## src/rtl/regfile_pkg.sv

```systemverilog
// regfile_pkg: shared register-file geometry and loader FSM state encodings.
package regfile_pkg;
    localparam int ADDR_W   = 5;
    localparam int DATA_W   = 32;
    localparam int NUM_REGS = 32;
    typedef enum logic [1:0] {
        ST_IDLE   = 2'd0,
        ST_LOAD   = 2'd1,
        ST_VERIFY = 2'd2
    } state_e;
endpackage

```

## src/rtl/rf_checksum.sv

```systemverilog
// rf_checksum: XOR accumulator with synchronous clear; clear wins over enable.
module rf_checksum #(
    parameter int W = regfile_pkg::DATA_W
) (
    input  logic         clk_i,
    input  logic         rst_i,
    input  logic         clr_i,
    input  logic         en_i,
    input  logic [W-1:0] data_i,
    output logic [W-1:0] sum_o
);
    logic [W-1:0] sum_q;
    always_ff @(posedge clk_i) begin
        sum_q <= (rst_i || clr_i) ? '0 : en_i ? sum_q ^ data_i : sum_q;
    end
    assign sum_o = sum_q;
endmodule

```

## src/rtl/rf_loader.sv

```systemverilog
// rf_loader: streams valid/ready words into consecutive register-file addresses.
// Define RF_LOADER_VERIFY_EN to add a read-back pass comparing XOR checksums (Ard1/Error).
module rf_loader #(
    parameter int ADDR_W = regfile_pkg::ADDR_W,
    parameter int DATA_W = regfile_pkg::DATA_W
) (
    input  logic              Clk,
    input  logic              Rst,
    input  logic              Start,
    input  logic [ADDR_W-1:0] BaseAddr,
    input  logic [ADDR_W:0]   Count,
    input  logic [DATA_W-1:0] InData,
    input  logic              InValid,
    output logic              InReady,
    output logic [ADDR_W-1:0] Awr,
    output logic [DATA_W-1:0] Din,
    output logic              WrEn,
    output logic [ADDR_W-1:0] Ard1,
    input  logic [DATA_W-1:0] Dout1,
    output logic              Busy,
    output logic              Done,
    output logic              Error
);
    import regfile_pkg::*;

    localparam logic [ADDR_W:0] MAX_N = (ADDR_W+1)'(NUM_REGS);

    state_e            state_q, state_d;
    logic [ADDR_W-1:0] addr_q, addr_d, awr_q, awr_d;
    logic [ADDR_W:0]   left_q, left_d, n_clamp;
    logic [DATA_W-1:0] din_q, din_d;
    logic              wr_q, done_q, done_d;
    logic              take, beat, load_end;

    assign take     = state_q == ST_IDLE && Start;
    assign n_clamp  = Count > MAX_N ? MAX_N : Count;
    assign InReady  = state_q == ST_LOAD && left_q != '0;
    assign beat     = InReady && InValid;
    // left_q reaches zero on the last beat, so this is the last write cycle
    assign load_end = state_q == ST_LOAD && left_q == '0;
    assign Busy     = state_q != ST_IDLE;
    assign {Awr, Din, WrEn, Done} = {awr_q, din_q, wr_q, done_q};

`ifdef RF_LOADER_VERIFY_EN
    logic [ADDR_W-1:0] base_q, ard_q;
    logic [ADDR_W:0]   n_q, vleft_q;
    logic [DATA_W-1:0] in_sum, rb_sum;
    logic              err_q, in_en, rb_en, verify_end;

    assign in_en      = beat && addr_q != '0;
    assign rb_en      = state_q == ST_VERIFY && ard_q != '0;
    assign verify_end = state_q == ST_VERIFY && vleft_q == (ADDR_W+1)'(1);
    assign {Ard1, Error} = {ard_q, err_q};

    rf_checksum #(.W(DATA_W)) u_in_sum (
        .clk_i(Clk), .rst_i(Rst), .clr_i(take), .en_i(in_en), .data_i(InData), .sum_o(in_sum)
    );
    rf_checksum #(.W(DATA_W)) u_rb_sum (
        .clk_i(Clk), .rst_i(Rst), .clr_i(take), .en_i(rb_en), .data_i(Dout1), .sum_o(rb_sum)
    );

    // the final read is folded in combinationally so Error lands with Done
    always_ff @(posedge Clk) begin
        if (Rst) begin
            base_q  <= '0;
            n_q     <= '0;
            ard_q   <= '0;
            vleft_q <= '0;
            err_q   <= 1'b0;
        end else begin
            base_q  <= take ? BaseAddr : base_q;
            n_q     <= take ? n_clamp : n_q;
            ard_q   <= load_end ? base_q : verify_end ? '0 : state_q == ST_VERIFY ? ard_q + 1'b1 : ard_q;
            vleft_q <= load_end ? n_q : state_q == ST_VERIFY ? vleft_q - 1'b1 : vleft_q;
            err_q   <= take ? 1'b0 : verify_end ? in_sum != (rb_sum ^ (rb_en ? Dout1 : '0)) : err_q;
        end
    end
`else
    logic unused_dout;
    assign unused_dout   = ^Dout1;
    assign {Ard1, Error} = '0;
`endif

    always_comb begin
        state_d = state_q;
        addr_d  = addr_q;
        left_d  = left_q;
        awr_d   = beat ? addr_q : awr_q;
        din_d   = beat ? InData : din_q;
        done_d  = 1'b0;
        if (take) begin
            addr_d  = BaseAddr;
            left_d  = n_clamp;
            state_d = Count == '0 ? ST_IDLE : ST_LOAD;
            done_d  = Count == '0;
        end else if (beat) begin
            addr_d = addr_q + 1'b1;
            left_d = left_q - 1'b1;
        end else if (load_end) begin
`ifdef RF_LOADER_VERIFY_EN
            state_d = ST_VERIFY;
`else
            state_d = ST_IDLE;
            done_d  = 1'b1;
`endif
        end
`ifdef RF_LOADER_VERIFY_EN
        else if (verify_end) begin
            state_d = ST_IDLE;
            done_d  = 1'b1;
        end
`endif
    end

    always_ff @(posedge Clk) begin
        if (Rst) begin
            state_q <= ST_IDLE;
            addr_q  <= '0;
            left_q  <= '0;
            awr_q   <= '0;
            din_q   <= '0;
            wr_q    <= 1'b0;
            done_q  <= 1'b0;
        end else begin
            state_q <= state_d;
            addr_q  <= addr_d;
            left_q  <= left_d;
            awr_q   <= awr_d;
            din_q   <= din_d;
            wr_q    <= beat;
            done_q  <= done_d;
        end
    end
endmodule

```

## config.mk

```make
export PLATFORM = sky130hd
export DESIGN_NAME = rf_loader
export DESIGN_NICKNAME = d
export VERILOG_FILES = /design/src/rtl/regfile_pkg.sv /design/src/rtl/rf_checksum.sv /design/src/rtl/rf_loader.sv
export SDC_FILE = /design/constraint.sdc
export NUM_CORES = 1
export LEC_CHECK = 0
export CORE_ASPECT_RATIO = 0.7
export CORE_MARGIN = 2
export CORE_UTILIZATION = 30
export DETAILED_ROUTE_END_ITERATION = 16
export GPL_TIMING_DRIVEN = 0
export PLACE_DENSITY = 0.63
export SETUP_SLACK_MARGIN = 0.3
export SYNTH_ARGS = -nofsm -noshare
export SYNTH_HDL_FRONTEND = slang
export SYNTH_SLANG_ARGS = --single-unit
```

## constraint.sdc

```tcl
create_clock -name Clk -period 1.9 [get_ports Clk]
set_clock_uncertainty 0.15 [all_clocks]
set_input_delay 0.19 -clock Clk [delete_from_list [all_inputs] [get_ports Clk]]
set_output_delay 0.19 -clock Clk [all_outputs]
set_load 0.005 [all_outputs]
```

== After elaboration in Yosys (flattened, before gate mapping) ==
Index checks and enable logic that the tools add are counted.

* Add/subtract/negate cells: 2
* $lt $le $gt $ge: 1
* Equality and inequality tests: 2
* Muxes and demuxes: 12
* Reductions and logical operators: 12

{| class="wikitable"
|+ Operators by type and width
! operator !! count
|-
| two-way mux 6 bit || 3
|-
| zero test 6 bit || 2
|-
| two-way mux 5 bit || 2
|-
| greater-than comparator 6 bit, second input constant || 1
|-
| two-way mux 2 bit || 3
|-
| nonzero test 2 bit || 3
|-
| nonzero test 6 bit || 1
|-
| subtractor 6 x 1 -> 6 bit, second input constant || 1
|-
| adder 5 x 1 -> 5 bit, second input constant || 1
|-
| logical AND 1 bit || 4
|-
| two-way mux 1 bit || 4
|-
| equality test 2 x 1 -> 1 bit, second input constant || 1
|-
| zero test 2 bit || 1
|-
| inequality test 2 bit, second input constant || 1
|-
| AND reduction 2 bit || 1
|}

* Register bits: 52
* Input bits: 79
* Word-level logic and storage cells: 36

== Depth between registers and ports, before layout ==
* Word-level depth: 5
* Gate-level depth with buffers: 7

== Worst setup path before layout ==
No wires, ideal clock.

* Kind: register to register
* Start: register left_q[0]
* End: register addr_q[4]
* Data arrival time: 1.448 ns
* Data required time: 1.658 ns
* Path slack: 0.210 ns
* Cell stages (with the launch flop): 7
* Period minus slack after synthesis: 1.690 ns
* Cell sequence: dfxtp_1 > inv_1 > ha_1 > a21o_1 > buf_6 > o31a_1 > nor4_1

* Cells in the longest elaborated chain, start to end: 4

{| class="wikitable"
|+ Ends and longest elaborated chain
! element !! line !! source
|-
| from (decl) || rf_loader.sv:30 || <nowiki>logic [ADDR_W:0] left_q, left_d, n_clamp;</nowiki>
|-
| from (signal assigned) || rf_loader.sv:127 || <nowiki>left_q <= left_d;</nowiki>
|-
| nonzero test 6 bit || rf_loader.sv:37 || <nowiki>assign InReady = state_q == ST_LOAD && left_q != '0;</nowiki>
|-
| logical AND 1 bit || rf_loader.sv:37 ||
|-
| logical AND 1 bit || rf_loader.sv:38 || <nowiki>assign beat = InReady && InValid;</nowiki>
|-
| nonzero test 2 bit (no line) || - ||
|-
| to (signal assigned) || rf_loader.sv:126 || <nowiki>addr_q <= addr_d;</nowiki>
|-
| to (decl) || rf_loader.sv:29 || <nowiki>logic [ADDR_W-1:0] addr_q, addr_d, awr_q, awr_d;</nowiki>
|}

Every way passes these cells.
A chain may end at the register's enable or synchronous reset.

== Final worst setup path ==
* Start: register left_q[5]
* End: register left_q[1]

* Cells in the longest elaborated chain, start to end: 4

{| class="wikitable"
|+ Ends and longest elaborated chain
! element !! line
|-
| nonzero test 6 bit || rf_loader.sv:37
|-
| logical AND 1 bit || rf_loader.sv:37
|-
| logical AND 1 bit || rf_loader.sv:38
|-
| nonzero test 2 bit (no line) || -
|}

Every way passes these cells.

==> results.yml <==
critical_path:
  crit_chain: "nor4_4, buf_4, a21o_1, buf_6, buf_8, nand3_1, a21oi_2"
  critPathRequiredTime_ns: 1.98
  worst_setup_path_start_kind: "flop"
  cp_slowest_cell: "dfxtp_2"
  critPathBufInv: 3
  path_delay_family: "buffers and inverters"
  cp_slowest_stage_delay_ns: 0.35
  critPathKind: "flop to flop"
  cp.arrival_ns: 1.82
  timing.critical_path.fanout_max: 6
  end_kind: "flop"
logic_synthesis:
  synth_top_area_share_pct: 48.5
  synth_top_area_cell: "dfxtp_1"
  synth-simple-area-share_pct: 23.4
  synth_compound_area_share_pct: 17.5
  synthXorXnorAreaFrac_pct: 0.833
  synthDistinctLibCells: 37
  ys_ff_latch: 51
  yosysSeqAreaShare_pct: 48.5
  yosys.area_share.adder_pct: 1.78
  avgSynthCellArea_um2: 8.00
  synth_area_leaders: "dfxtp_1 49%, nand2_1 14%, a21oi_1 11%, buf_4 3.6%, nor2_1 2.1%"
  synth_cells: 263
  synth_top_family_by_area: "simple AND/OR/NAND/NOR gates"
  yosysWarningCount: 0
  muxShareOfSynthArea_pct: 0.476
  netlist_area_um2: 2100
floorplan:
  die_y_um: 74.1
  rows: 25
  start_util_pct: 31.1
  io-pin-count: 126
  die_area_um2: 7710
  coreArea_um2: 6760
  die_x_um: 104
power:
  p_leak_nw: 1.23
  peakVddDrop_v: 0.000270
  total_power_mw: 2.36
  powerDensity_nw_per_um2: 686
timing:
  tightest_slew_ns: 0.601
  rsz0062_at_grt: "true"
  hold_slack_ns: 0.184
  max_freq_mhz: 576
  setup_tns_ns: 0
  finalSetupViolations: 0
  hold_violations: 0
  worst_slack_ns: 0.164
  drv_slew: 0
  slew_headroom_pct: 60.0
  final.min_clock_period_ns: 1.74
  min_period_over_period_pct: 91.3
routing:
  ant_nets: 0
  drc: 0
  drt_iter0_drc: 61
  viasPerCell: 4.55
  drt_wl_total_um: 5950
  routed-via-count: 2123
  routedWlPerCell_um: 12.7
  first_pass_iters: 4
global_route:
  gr-usage-met2_pct: 24.2
  grt_max_degree: 16
  met3_usage_pct: 6.05
  grt_busiest_layer: "met2"
  grt_usage_pct: 15.3
  antenna_found_initial: 0
  grt_pass1_wl_um: 9470
  grtUsageMet1_pct: 19.7
  grt_pass1_vias: 2055
  grt.overflow.total: 0
layout:
  final_cell_area_um2: 3450
  multi_input_area_um2: 1050
  diodes: 0
  final_cell_mix: "85 x clkdlybuf4s50_1, 73 x nand2_1, 44 x dfxtp_1"
  nFillCells: 672
  finalNetCount: 454
  drive_gt1_share_pct: 18.2
  regArea_um2: 1040
  syn2layout_area_growth_pct: 63.8
  layout_commonest_cell: "clkdlybuf4s50_1"
cts:
  cts_tree: "yes"
  clock-sinks: 51
  root_buffer: "clkbuf_8"
  htree_levels: 2
  path_clk_slew_ns: 0.09
  numCtsBuffers: 5
  clock_path_buffers: 2
  hold_buffers: 0
  clkLatencyLatePin_ns: 0.30
placement:
  place_ws_ns: -0.138
  gp_congestion: 0.805
  port_buffers: 86
  place_hpwl_um: 4260
  place_area_um2: 3110
job:
  maxCapViolCount: 0
hold_path:
  min_path_type: "input pin to flop"
outcome:
  outcome: "completed"
-- metrics by stage --
stage	cells	util [%]
2_1_floorplan	268	-
3_3_place_gp	448	46.1
3_5_place_dp	448	46.1
4_1_cts	463	48.9
5_1_grt	467	51.0
6_report	467	51.0
-- cell usage after synthesis --
cell type / instances
nor2_1: 12
ha_1: 3
o21a_1: 1
buf_6: 1
a21oi_1: 45
a21oi_2: 1
dfxtp_1: 51
buf_4: 10
o21ai_0: 1
nor4_1: 5
buf_2: 2
a2111oi_2: 1
nor2_2: 1
o31a_1: 1
nor4_4: 1
nand4_1: 1
nand3_1: 5
a22oi_1: 1
a211oi_1: 4
xor2_1: 1
or3_1: 1
xnor2_1: 1
nand2_1: 80
nand2b_1: 1
a311oi_1: 1
nor2b_1: 2
mux2i_1: 1
and2_1: 2
a32oi_1: 1
clkbuf_1: 10
a21o_1: 1
a2bb2oi_1: 1
conb_1: 1
inv_1: 5
a211o_1: 2
o41ai_1: 1
nor3_1: 4
-- metal layers --
layer  wire length [um]  part of all wire (%)
met4                 44                  0.74
met2               2610                    44
met3                594                    10
met1               2700                    45
met5                  0                     0
-- timing repair --
action,CTS,global route
resized for setup,24,29
buffers inserted,6,3
endpoints found under the setup margin,50,50
gates cloned,1,1
pin swaps,6,18
-- sequential cells by signal (all words and copies together) (netlist names) --
| signal | flops |
|---|---|
| state_q | 1 |
| Din | 32 |
| WrEn | 1 |
| Done | 1 |
| left_q | 6 |
| addr_q | 5 |
| Awr | 5 |
-- path summary, 6_finish.rpt --
kind | start | slack [ns] | to | cells past startpoint
worst max register to register | left_q[5] | 0.16 | left_q[1] | 7
worst min register to register | Din[20] | 0.31 | Din[20] | 2
worst max-delay path | left_q[5] | 0.16 | left_q[1] | 7
worst min-delay path | Rst | 0.18 | left_q[4] | 2
-- logic make-up after synthesis --
family / Yosys count
AND/OR/NAND/NOR: 115
AO/OA/AOI/OAI: 62
flip-flops: 51
buffers and inverters: 28
adder cells (fa/ha/maj): 3
XOR/XNOR: 2
other: 1
multiplexers: 1
-- worst register-to-register path: stages (launching register included) --
cell,delay (ns)
dfxtp_2,0.35
nor4_4,0.29
buf_4,0.18
a21o_1,0.17
buf_6,0.17
buf_8,0.13
nand3_1,0.09
a21oi_2,0.13
-- layout make-up --
type | instances | share of cell area, %
sequential | 51 | 30.1
clock inverter | 1 | 0.254
clock buffer | 7 | 2.51
inverter | 5 | 0.545
tap | 94 | 3.41
multi-input combinational | 189 | 30.5
timing repair buffer | 97 | 27.7
buffer | 23 | 4.97
-- where the power goes --
part           internal [mW]  switching, mW
Sequential              1.13         0.0474
Combinational          0.305          0.228
Clock                  0.299          0.357
(Power assumes the default switching activity.)
==> edit 1 (same flow settings) <==
The package constant `ADDR_W` goes from 5 to 4.
--- a/src/rtl/regfile_pkg.sv
+++ b/src/rtl/regfile_pkg.sv
@@ -1,6 +1,6 @@
 // regfile_pkg: shared register-file geometry and loader FSM state encodings.
 package regfile_pkg;
-    localparam int ADDR_W   = 5;
+    localparam int ADDR_W   = 4;
     localparam int DATA_W   = 32;
     localparam int NUM_REGS = 32;
     typedef enum logic [1:0] {
Ports: changed (resized Ard1, Awr, BaseAddr and Count); port bits go from 126 to 122. The function was not compared with the original's and may differ.
==> edit 1 against the unedited design <==
- the flow now finishes with violations (negative setup slack)
- sequential cell count down 3
- area after synthesis is 4.5% lower
- hold slack lost 0.051 ns
- first-iteration DRC count increased by 130%
- synthesized cell count shrank 8.4%
- final area up 6.4%
- wire length rose by 20%
- setup slack got worse by 0.34 ns
Power is not compared: it rests on default switching activity, and its combinational part moved more than twofold at a synthesized area within 25%.
==> edit 1: results (changes against the unedited design) <==
| Metric | Value |
|---|---|
| HP Class | `in2reg` |
| DR vias | `2315 (+9.0%)` |
| CTS clk-pin slew, worst paths | `about 0.10 ns` |
| Largest net degree at the start of global routing | `15 (-1)` |
| Wl on met1 | `3.29 mm (+22%)` |
| DR WL met2 | `3.19 mm (+22%)` |
| Critical path capture point | `InReady` |
| Setup-failing EPs final | `43 (+43)` |
| Clk buf depth | `2 (unchanged)` |
| Hold_ws | `0.133 ns (-0.0510 ns)` |
| CP max-delay cell | `or4b_4` |
| Worst path max stage delay | `0.45 ns (+0.10 ns)` |
| DR WL met3 | `649 um (+9.3%)` |
| Layout non-clock buf frac | `36.7% (+4.0 points)` |
| Vias in the first global route | `2208 (+7.4%)` |
| Violated checks | `negative setup slack` |
| PortBufs | `83 (-3.5%)` |
| Sw frac | `~22%` |
| Total Routing Usage GR | `18.5% (+3.2 points)` |
| Reg area | `967 um^2 (-6.8%)` |
| WL/cell | `15.8 um (+24%)` |
| Multiplexer share of the synthesized area | `0% (-0.48 points)` |
| Initial antenna violation count | `0 (unchanged)` |
| FF+latch count, synth | `48 (-5.9%)` |
| Worst r2r src | `left_q[0]$_SDFFE_PP0P_` |
| R2r worst-path depth | `9 (+2)` |
| Layout fillers | `589 (-12%)` |
| Commonest cells in the netlist | `dfxtp_1, a21oi_1, nand3_1` |
| Violation count after the first detailed-route iteration | `141 (+130%)` |
| Endpoint, Worst Hold | `Din[10]$_SDFFE_PP0N_` |
| Complex-gate fraction of the synthesized area | `25.2% (+7.7 points)` |
| Synth Area in XOR/XNOR | `0% (-0.83 points)` |
| Final WS setup | `-0.176 ns (-0.340 ns)` |
| Setup slack, reg-to-reg | `-0.16 ns (-0.32 ns)` |
| Nets | `440 (-3.1%)` |
| Synth area leaders | `dfxtp_1, a21oi_1, nand3_1, o21ai_0, clkbuf_1` |
| CP top delay family | `simple AND/OR/NAND/NOR gates` |
| Final setup TNS | `-3.09 ns (-3.09 ns)` |
| CP Class | `reg2out` |
| Worst Path Arrival | `1.74 ns (-0.08 ns)` |
| Yosys cell types | `31 (-16%)` |
| Worst slew pin tran | `0.623 ns (+0.0226 ns)` |
| First-pass GRT wire length | `10.8 mm (+14%)` |
| Bufs w/o clock | `140 (+17%)` |
| Crit Path Max Fanout | `2 (-4)` |
| Adder-cell share of the synthesized area | `1.25% (-0.54 points)` |
| Seq/Total Area, Yosys | `47.8% (-0.72 points)` |
| Clk tree area frac | `3.45% (+0.69 points)` |
| Global placement routability congestion | `0.778 (-3.4%)` |
| Multi-input logic area | `1090 um^2 (+4.1%)` |
| RR Endpoint | `left_q[2]$_SDFFE_PP0P_` |
| Dpl hpwl | `4.35 mm (+2.1%)` |
| Status | `complete, but fails checks` |
| Final total power | `approximately 2000 uW` |
| Multi-input logic cell count | `161 (-15%)` |
| Fraction of layout cells with a size suffix above 1 | `30.4% (+12 points)` |
[edit 1: cell types whose count changed in the layout (fill, tap and decap cells not counted), moves of 9 or more]
cell | unedited run | this run
buf_6 | 3 | 15
nand2_1 | 73 | 3
o21ai_1 | 0 | 9
o21ai_2 | 0 | 27
nand3_1 | 5 | 39
nor2_1 | 12 | 2
[edit 1: timing repair]
action / CTS / global route
resized for setup: 97 / 38
gates cloned: 7 / 0
pin swaps: 47 / 16
setup buffers: 13 / 6
endpoints found under the hold margin: 0 / 0
endpoints found under the setup margin: 50 / 50
[edit 1: routing by layer]
layer	global-route usage, %	vias to the layer above
li1	-	1110
met1	25.4	1102
met2	27.9	99
met3	7.13	4
met4	3.85	0
met5	0	-
[edit 1: per-stage QoR]
step	cell area, um^2	instances	worst slack (ns)	util, %
6_report	3660	453	-0.176	57.6
5_1_grt	3660	453	-0.234	57.6
4_1_cts	3500	447	-0.185	55.0
3_5_place_dp	3000	419	-0.348	47.1
3_3_place_gp	3000	419	-0.333	47.1
2_1_floorplan	2050	245	0.197	-
==> edit 2 (same flow settings) <==
Without the edit above. The 3 states of `state_e` get a one-hot encoding in 3 bits.
--- a/src/rtl/regfile_pkg.sv
+++ b/src/rtl/regfile_pkg.sv
@@ -3,10 +3,10 @@
     localparam int ADDR_W   = 5;
     localparam int DATA_W   = 32;
     localparam int NUM_REGS = 32;
-    typedef enum logic [1:0] {
-        ST_IDLE   = 2'd0,
-        ST_LOAD   = 2'd1,
-        ST_VERIFY = 2'd2
+    typedef enum logic [2:0] {
+        ST_IDLE   = 3'b001,
+        ST_LOAD   = 3'b010,
+        ST_VERIFY = 3'b100
     } state_e;
 endpackage
 
Check against the original RTL: no difference found for any inputs over 10 cycles, from zero or initial values and one cycle with Rst high; not proved beyond that.
==> edit 2 against the unedited design <==
- critical path depth unchanged
- final area rose by 2.8%
- total power grew 6.9%
- sequential cell count rose by 1
- setup slack worse by 0.090 ns
- sequential power about the same
- area after synthesis up 3.6%
- sequential share of layout area down 0.51 points
- largest power group unchanged
- wire length grew 5.8%
- via count increased by 4.2%
==> edit 2: results (changes against the unedited design) <==
| Metric | Value |
|---|---|
| DP Area | `3190 um^2 (+2.4%)` |
| HP Class | `in2reg` |
| Global placement routability congestion | `0.851 (+5.7%)` |
| Total Routing Usage GR | `16.1% (+0.77 points)` |
| CP max-delay cell | `or4_1` |
| Initial antenna violation count | `0 (unchanged)` |
| Drt pass-1 iters | `4 (unchanged)` |
| Vias in the first global route | `2085 (+1.5%)` |
| Multiplexer share of the synthesized area | `0.459% (-0.017 points)` |
| Complex-gate fraction of the synthesized area | `18.0% (+0.48 points)` |
| Largest net degree at the start of global routing | `18 (+2)` |
| Commonest cells in the netlist | `nand2_1, dfxtp_1, a21oi_1` |
| Max reg flops | `32 (unchanged)` |
| Synth Area in XOR/XNOR | `0% (-0.83 points)` |
| Status | `complete, no violations` |
| Synth area leaders | `dfxtp_1, nand2_1, a21oi_1, nand3_1, buf_4` |
| CP top delay family | `simple AND/OR/NAND/NOR gates` |
| PortBufs | `86 (unchanged)` |
| Adder-cell share of the synthesized area | `1.72% (-0.062 points)` |
| Via-to-Cell Ratio | `4.65 (+2.2%)` |
| CTS Buf Count | `5 (unchanged)` |
| Placed Cells incl. Taps | `454 (+1.3%)` |
| Leak | `0.00127 uW (+3.5%)` |
| Seq/Total Area, Yosys | `47.8% (-0.78 points)` |
| Worst vdd ir | `357 uV (+32%)` |
| Total Wirelength | `6.29 mm (+5.8%)` |
| Nets | `463 (+2.0%)` |
| Yosys cell types | `39 (+5.4%)` |
| Warnings from Yosys | `0 (unchanged)` |
| Crit Path Max Fanout | `8 (+2)` |
| Violation count after the first detailed-route iteration | `58 (-4.9%)` |
| Avg Inst Size Synth | `8.10 um^2 (+1.3%)` |
| Fin cells | `476 (+1.9%)` |
| Worst path max stage delay | `0.52 ns (+0.17 ns)` |
| First-pass GRT wire length | `10.0 mm (+5.7%)` |
| Most used DFF post-synth | `dfxtp_1` |
| Layout fillers | `661 (-1.6%)` |
| Hold_ws | `0.266 ns (+0.0820 ns)` |
| CTS clk-pin slew, worst paths | `0.09 ns (about the same)` |
| H-tree depth | `2 (unchanged)` |
| Dpl hpwl | `4.36 mm (+2.4%)` |
| Clk buf depth | `2 (unchanged)` |
| Worst Path Arrival | `1.90 ns (+0.08 ns)` |
| Setup slack, reg-to-reg | `0.07 ns (-0.09 ns)` |
| Fraction of layout cells with a size suffix above 1 | `17.0% (-1.2 points)` |
-- edit 2: per-stage QoR --
step                setup slack, ns  power (uW)
floorplan                     0.190        1390
global placement            -0.0649        1570
detailed placement          -0.0734        1580
CTS                           0.140        2520
global route                 0.0362        2650
finish                       0.0748        2530
-- edit 2: layout make-up --
| type | instances | area, um^2 | share of cell area, % |
|---|---|---|---|
| Inverter | 6 | 22.5 | 0.636 |
| Tap cell | 94 | 118 | 3.32 |
| Buffer | 26 | 168 | 4.73 |
| Timing Repair Buffer | 100 | 975 | 27.5 |
| Clock inverter | 3 | 68.8 | 1.94 |
| Multi-Input combinational cell | 190 | 1070 | 30.3 |
| Sequential cell | 52 | 1050 | 29.6 |
| Clock buffer | 5 | 68.8 | 1.94 |
-- edit 2: layer usage --
layer  vias up  global-route usage (%)  wire, um
met1      1009                    20.6      2860
met5         -                       0         0
met3         4                    6.16       503
li1       1137                       -         -
met2        62                    26.4      2890
met4         0                    3.51        35
-- edit 2: power breakdown --
| part | switching (uW) | internal, uW | total, uW |
|---|---|---|---|
| Sequential | 39.9 | 1130 | 1170 |
| Combinational | 199 | 246 | 445 |
| Clock | 378 | 530 | 908 |
| Total | 617 | 1910 | 2530 |
-- edit 2: final timing paths --
kind                     startpoint                     end  cells past startpoint
max          left_q[1]$_SDFFE_PP0P_  addr_q[2]$_SDFFE_PP0P_                      7
min                             Rst  addr_q[2]$_SDFFE_PP0P_                      3
max reg2reg  left_q[1]$_SDFFE_PP0P_  addr_q[2]$_SDFFE_PP0P_                      7
min reg2reg     Awr[0]$_SDFFE_PP0N_     Awr[0]$_SDFFE_PP0N_                      2
-- edit 2: kinds of logic (layout without fill, tap and decap cells) --
group | count (synthesis) | after routing
and+or+nand+nor | 115 | 115
AOI/OAI and AO/OA | 65 | 65
DFF | 52 | 52
buffers and inverters | 32 | 140
adders and majority gates | 3 | 3
other | 1 | 6
muxes | 1 | 1
-- edit 2: tightest hold or removal path, stage by stage --
cell      delay (ns)
clkbuf_1        0.24
or4_1           0.16
o211ai_1        0.07
-- edit 2: repair_timing --
action | CTS | global route
gates cloned | 1 | 0
pin swaps | 13 | 7
resized for setup | 31 | 10
setup endpoints to repair | 52 | 50
setup buffers | 7 | 6
